### src/rtl/traffic_pkg.sv
// rtl/traffic_pkg.sv - phase type, segment constants and helpers for traffic_ctrl
package traffic_pkg;

    typedef enum logic [2:0] {G0, Y0, R0, G1, Y1, R1} phase_t;

    // Active-low segments, bit order gfedcba
    localparam logic [6:0] SEG_DIGIT [0:9] = '{
        7'h40, 7'h79, 7'h24, 7'h30, 7'h19,
        7'h12, 7'h02, 7'h78, 7'h00, 7'h10
    };
    localparam logic [6:0] SEG_BLANK = 7'h7F;

    function automatic phase_t next_phase(phase_t p, logic clearance);
        case (p)
            G0:      return Y0;
            Y0:      return clearance ? R0 : G1;
            R0:      return G1;
            G1:      return Y1;
            Y1:      return clearance ? R1 : G0;
            default: return G0;
        endcase
    endfunction

    // Lamp vector {r0, y0, g0, r1, y1, g1}
    function automatic logic [5:0] lamps_of(phase_t p);
        case (p)
            G0:      return 6'b001_100;
            Y0:      return 6'b010_100;
            G1:      return 6'b100_001;
            Y1:      return 6'b100_010;
            default: return 6'b100_100;
        endcase
    endfunction

    // Restoring compare-subtract split into {tens, units}; valid for v < 160
    function automatic logic [7:0] to_digits(logic [6:0] v);
        logic [6:0] r;
        logic [3:0] t;
        r = v;
        t = '0;
        if (r >= 7'd80) begin t[3] = 1'b1; r = r - 7'd80; end
        if (r >= 7'd40) begin t[2] = 1'b1; r = r - 7'd40; end
        if (r >= 7'd20) begin t[1] = 1'b1; r = r - 7'd20; end
        if (r >= 7'd10) begin t[0] = 1'b1; r = r - 7'd10; end
        return {t, r[3:0]};
    endfunction

endpackage

### src/rtl/seg7_dec.sv
// rtl/seg7_dec.sv - 4-bit digit to active-low 7-segment decoder
module seg7_dec
    import traffic_pkg::*;
(
    input  logic [3:0] digit,
    output logic [6:0] seg
);

    always_comb begin
        seg = SEG_BLANK;
        if (digit <= 4'd9) seg = SEG_DIGIT[digit];
    end

endmodule

### src/rtl/traffic_ctrl.sv
// rtl/traffic_ctrl.sv - two-way timed traffic light controller with countdown displays
module traffic_ctrl
    import traffic_pkg::*;
#(
    parameter int TICK_DIV = 50_000_000,
    parameter int GREEN_S  = 9,
    parameter int YELLOW_S = 3,
    parameter int ALLRED_S = 1
) (
    input  logic       clk,
    input  logic       rst,
    input  logic       manual,
    input  logic       adv,
    output logic       rled0,
    output logic       yled0,
    output logic       gled0,
    output logic       rled1,
    output logic       yled1,
    output logic       gled1,
    output logic [6:0] hex0_t,
    output logic [6:0] hex0_u,
    output logic [6:0] hex1_t,
    output logic [6:0] hex1_u
);

    localparam int             DW       = (TICK_DIV > 2) ? $clog2(TICK_DIV) : 1;
    localparam logic [DW-1:0]  DIV_LAST = DW'(TICK_DIV - 1);
    localparam logic [6:0]     G_D      = 7'(GREEN_S);
    localparam logic [6:0]     Y_D      = 7'(YELLOW_S);
    localparam logic [6:0]     A_D      = 7'(ALLRED_S);
    localparam logic           CLEAR    = (ALLRED_S != 0);

    if (TICK_DIV < 2 || GREEN_S < 1 || YELLOW_S < 1 || ALLRED_S < 0 ||
        GREEN_S + YELLOW_S + ALLRED_S > 99) begin : g_param_check
        $error("traffic_ctrl: invalid timing parameters");
    end

    phase_t        phase;
    logic [6:0]    rem;
    logic [DW-1:0] div;
    logic          adv_s1, adv_s2, adv_q;
    logic [5:0]    lamps;

    logic   tick, hold, adv_rise;
    phase_t nxt, yel;

    function automatic logic [6:0] dur(phase_t p);
        case (p)
            G0, G1:  return G_D;
            Y0, Y1:  return Y_D;
            default: return A_D;
        endcase
    endfunction

    assign tick     = (div == DIV_LAST);
    assign hold     = manual && (phase == G0 || phase == G1);
    assign adv_rise = adv_s2 && !adv_q;
    assign nxt      = next_phase(phase, CLEAR);
    assign yel      = (phase == G1) ? Y1 : Y0;

    // A held green freezes rem and the divider; an adv edge seen outside a hold is dropped
    always_ff @(posedge clk or posedge rst) begin
        if (rst) begin
            phase  <= G0;
            rem    <= G_D;
            div    <= '0;
            adv_s1 <= 1'b0;
            adv_s2 <= 1'b0;
            adv_q  <= 1'b0;
            lamps  <= lamps_of(G0);
        end else begin
            adv_s1 <= adv;
            adv_s2 <= adv_s1;
            adv_q  <= adv_s2;
            if (hold) begin
                if (adv_rise) begin
                    phase <= yel;
                    lamps <= lamps_of(yel);
                    rem   <= Y_D;
                    div   <= '0;
                end
            end else if (tick) begin
                div <= '0;
                if (rem == 7'd1) begin
                    phase <= nxt;
                    lamps <= lamps_of(nxt);
                    rem   <= dur(nxt);
                end else begin
                    rem <= rem - 7'd1;
                end
            end else begin
                div <= div + DW'(1);
            end
        end
    end

    assign {rled0, yled0, gled0, rled1, yled1, gled1} = lamps;

    // Red way shows time until its own green starts
    logic [6:0] val0, val1;
    always_comb begin
        val0 = rem;
        val1 = rem;
        case (phase)
            G0:      val1 = rem + Y_D + A_D;
            Y0:      val1 = rem + A_D;
            G1:      val0 = rem + Y_D + A_D;
            Y1:      val0 = rem + A_D;
            default: ;
        endcase
    end

    logic [7:0] dig0, dig1;
    assign dig0 = to_digits(val0);
    assign dig1 = to_digits(val1);

    seg7_dec u_hex0_t (.digit(dig0[7:4]), .seg(hex0_t));
    seg7_dec u_hex0_u (.digit(dig0[3:0]), .seg(hex0_u));
    seg7_dec u_hex1_t (.digit(dig1[7:4]), .seg(hex1_t));
    seg7_dec u_hex1_u (.digit(dig1[3:0]), .seg(hex1_u));

endmodule

### config.mk
export PLATFORM = sky130hd
export DESIGN_NAME = traffic_ctrl
export DESIGN_NICKNAME = d
export VERILOG_FILES = /design/src/rtl/traffic_pkg.sv /design/src/rtl/seg7_dec.sv /design/src/rtl/traffic_ctrl.sv
export SDC_FILE = /design/constraint.sdc
export NUM_CORES = 1
export LEC_CHECK = 0
export CELL_PAD_IN_SITES_DETAIL_PLACEMENT = 1
export CELL_PAD_IN_SITES_GLOBAL_PLACEMENT = 2
export CORE_MARGIN = 2
export CORE_UTILIZATION = 30
export CTS_CLUSTER_DIAMETER = 120
export CTS_CLUSTER_SIZE = 10
export DETAILED_ROUTE_END_ITERATION = 8
export GPL_ROUTABILITY_DRIVEN = 0
export PLACE_DENSITY_LB_ADDON = 0.2
export SLEW_MARGIN = 5
export SYNTH_ARGS = -nofsm -noshare
export SYNTH_HDL_FRONTEND = slang
export SYNTH_SLANG_ARGS = --single-unit
### constraint.sdc
create_clock -name clk -period 11.7 [get_ports clk]
set_input_delay 1.755 -clock clk [delete_from_list [all_inputs] [get_ports clk]]
set_output_delay 1.755 -clock clk [all_outputs]
set_load 0.02 [all_outputs]
==> metrics.txt <==
status completed; vias post-DR 4708; FF-to-FF setup slack 8.56 ns; sequential area share after synthesis 23.78%; Die Span X 129.9 µm; CTS sink cnt 45; EDFF count, synth 0; Mapped Area 0.004756 mm²; Final min period 8.069 ns; CTS Root Buffer Type clkbuf_16; Longest Clk Path Bufs 2; Initial Utilization 30.27%; PortBufs 37; HP Class reg -> reg; antenna violations before repair 0; Hold Path End adv_s2; Net Sw Frac 21.01%; largest net degree at the start of global routing 46; CP cell instances ha_1 -> nor4bb_1 -> nor2_1 -> a21oi_1 -> a21oi_1 -> o31ai_2 -> inv_2 -> mux2_2 -> ha_1 -> inv_1 -> a31oi_1 -> o32ai_4 -> xnor2_1 -> inv_1 -> ha_1 -> nor2_1 -> o21ai_2 -> o311ai_1 -> clkdlybuf4s50_1; Max Cap Viol 0; area growth from synthesis to layout 13.68%; die area 0.01688 mm²; Cell Int Power 236.5 µW; WP buf/inv 4; Worst Path Required 9.95 ns; fillers 1899; instance count of the mapped netlist 631; Finished Cell Area 0.005406 mm²; first-pass GRT wire length 24650 µm; FF-to-FF path depth 10; Initial DRT Pass Iterations 4; FFs w/ async S/R, synth 100.0%; Setup Buffers After CTS 0; Final Setup Violations 0; Worst Skew 0.006694 ns; slowest cell delay on critical path 0.81 ns; Synth Register Bits 45; GR Util All Layers 17.75%; RR Endpoint phase[1]; core area 0.01571 mm²; leakage power 0.002094 µW; reg2reg start rem[2]; Net Switching 62.93 µW; critical path endpoint category primary output; Total Routed Length 14560 µm; TNS Setup 0 ns; Setup CP Type reg -> out; Clock Latency Late Sink 0.29 ns; Slew @ Worst Pin 1.108 ns; gr ovfl total 0; antenna-violating nets left 0; drt drc 0; Post-synth top flop dfrtp_1; Synthesized Nets 658; Resized Gates After CTS 0; hpwl dp 10860 µm; Vias/cell 5.474; fin crit share 68.96%; RSZ-0062 raised after global routing false; Avg Synthesized Cell Area 7.537 µm²; CTS tree done; share of layout cells above drive strength 1 7.143%; CP Max Fanout 14; slew margin rel. 25.87%; peak supply drop 0.00003800 V; Setup crit start rem[0]; Startpoint Class flip-flop; chip height 129.9 µm; CTS clk-pin slew, worst paths 0.06 ns; Nets 670; number of distinct library cells after synthesis 89; sequential power share 52.2%; Slew Limit Fails 0; hold path depth 0; count of final hold-check violations 0; wire per inst 16.93 µm; vias in the first global route 4855; CTS buffer count 5; n_diodes 0; Ports 38; most frequent CP cell ha_1; hold_buf cts 0; worst path arrival time 6.31 ns; Achievable Freq 123.9 MHz; Worst path slowest cell nor4bb_1; Post-Place Cell Area 0.005266 mm²; Synth Warn # 0; PwrDens 55.39 mW/mm²; Starting DRT DRC Count 213; Top delay family on crit path compound AO/OA/AOI/OAI gates; Hold Startpoint adv_s1; combinational share of power 1.4%; Power, Total 299.5 µW; FP Rows 46; Clock Power Share 46.4%; fin util 34.41%; H-tree levels 2
==> power groups by stage <==
| stage | Combinational (µW) | Clock (µW) | Sequential [µW] |
|---|---|---|---|
| global route | 5.04 | 151 | 156 |
| global placement | 4.53 | 0 | 159 |
| finish | 4.27 | 139 | 156 |
| CTS | 4.58 | 143 | 156 |
| floorplan | 2.34 | 0 | 159 |
| detailed placement | 4.59 | 0 | 159 |
==> worst reg2reg max path: cells and delay by family (launching register included) <==
kind            cells  cell delay (ns)
compound gates      3             0.40
fa+ha+maj           1             0.27
simple gates        4             1.53
flops               1             0.42
buf+inv             2             0.46
==> how the worst max path moves through the flow <==
stage | endpoint | slack [ns] | cells past startpoint
floorplan | hex0_u[4] | 5.38 | 19
global placement | hex0_u[0] | 4.19 | 19
detailed placement | hex0_u[3] | 3.99 | 19
CTS | hex0_u[3] | 3.67 | 20
global route | hex0_u[3] | 3.07 | 19
finish | hex0_u[0] | 3.63 | 19
==> per-stage QoR <==
stage	instances	hold WS, ns	setup slack (ns)
finish	860	0.3641	3.632
global route	860	0.3818	3.070
CTS	860	0.3635	3.668
detailed placement	852	0.3485	3.993
global placement	852	0.3366	4.189
floorplan	631	0.3312	5.382
==> synthesized netlist by cell type, types with 17 or more instances <==
cell type | count | area, µm²
nor3_1 | 17 | 85.08
nand2_1 | 65 | 244.0
clkbuf_1 | 21 | 78.83
o21ai_0 | 84 | 420.4
dfrtp_1 | 41 | 1026
a21oi_1 | 35 | 175.2
nor2_1 | 55 | 206.5
nand3_1 | 26 | 130.1
inv_1 | 24 | 90.09
ha_1 | 23 | 287.8
==> final cells by class <==
cell class | count | area (µm²) | share of cell area [%]
flip-flops and latches | 45 | 1131 | 20.92
repair buffers | 42 | 407.9 | 7.545
clock inverters | 1 | 7.507 | 0.1389
clock buffers | 7 | 132.6 | 2.453
inverters | 27 | 103.9 | 1.921
multi-input cells | 522 | 3353 | 62.02
well taps | 216 | 270.3 | 4.999
==> layout by cell type (no fill, tap or decap), types with 4 or more instances in the layout <==
cell type	synthesis	final
a211oi_1	8	8
a21o_1	9	9
a21oi_1	35	35
a31oi_1	10	10
and2_1	6	6
and3_1	10	10
buf_4	2	5
clkbuf_16	0	5
clkdlybuf4s50_1	0	37
dfrtp_1	41	41
dfstp_2	4	4
ha_1	23	23
inv_1	24	23
mux2_2	4	4
mux2i_1	5	5
nand2_1	65	65
nand2b_1	8	8
nand3_1	26	26
nand4_1	6	6
nor2_1	55	55
nor2b_1	6	6
nor3_1	17	17
nor3b_1	4	4
nor4_1	7	7
o211a_1	4	4
o211ai_1	4	4
o21ai_0	84	84
o21ai_1	4	4
o22ai_1	6	6
o31ai_1	11	11
or2_2	5	5
or3_1	5	5
xnor2_1	11	11
xor2_1	9	9
==> registers in the layout (all words and copies together) (netlist names) <==
register and cells:
rem 7, div 26, lamps 6, adv_s2 1
adv_s1 1, phase 3, adv_q 1
==> logic make-up after synthesis <==
| kind of cell | Yosys count | synth area share [%] |
|---|---|---|
| AOI/OAI and AO/OA | 224 | 31.60 |
| and+or+nand+nor | 243 | 26.15 |
| muxes | 10 | 2.473 |
| xor gates and xnor gates | 21 | 4.025 |
| DFF | 45 | 23.78 |
| adders and majority gates | 24 | 6.262 |
| buffers and inverters | 64 | 5.709 |
==> metal layers <==
layer  up-vias  track usage (%)  share of wire, %
met5         -                0                 0
met4         0            4.807               2.2
met3        21            2.009               2.3
met2        66            28.70                44
met1      2258            25.14                51
li1       2363                -                 -
(Power assumes the default switching activity.)
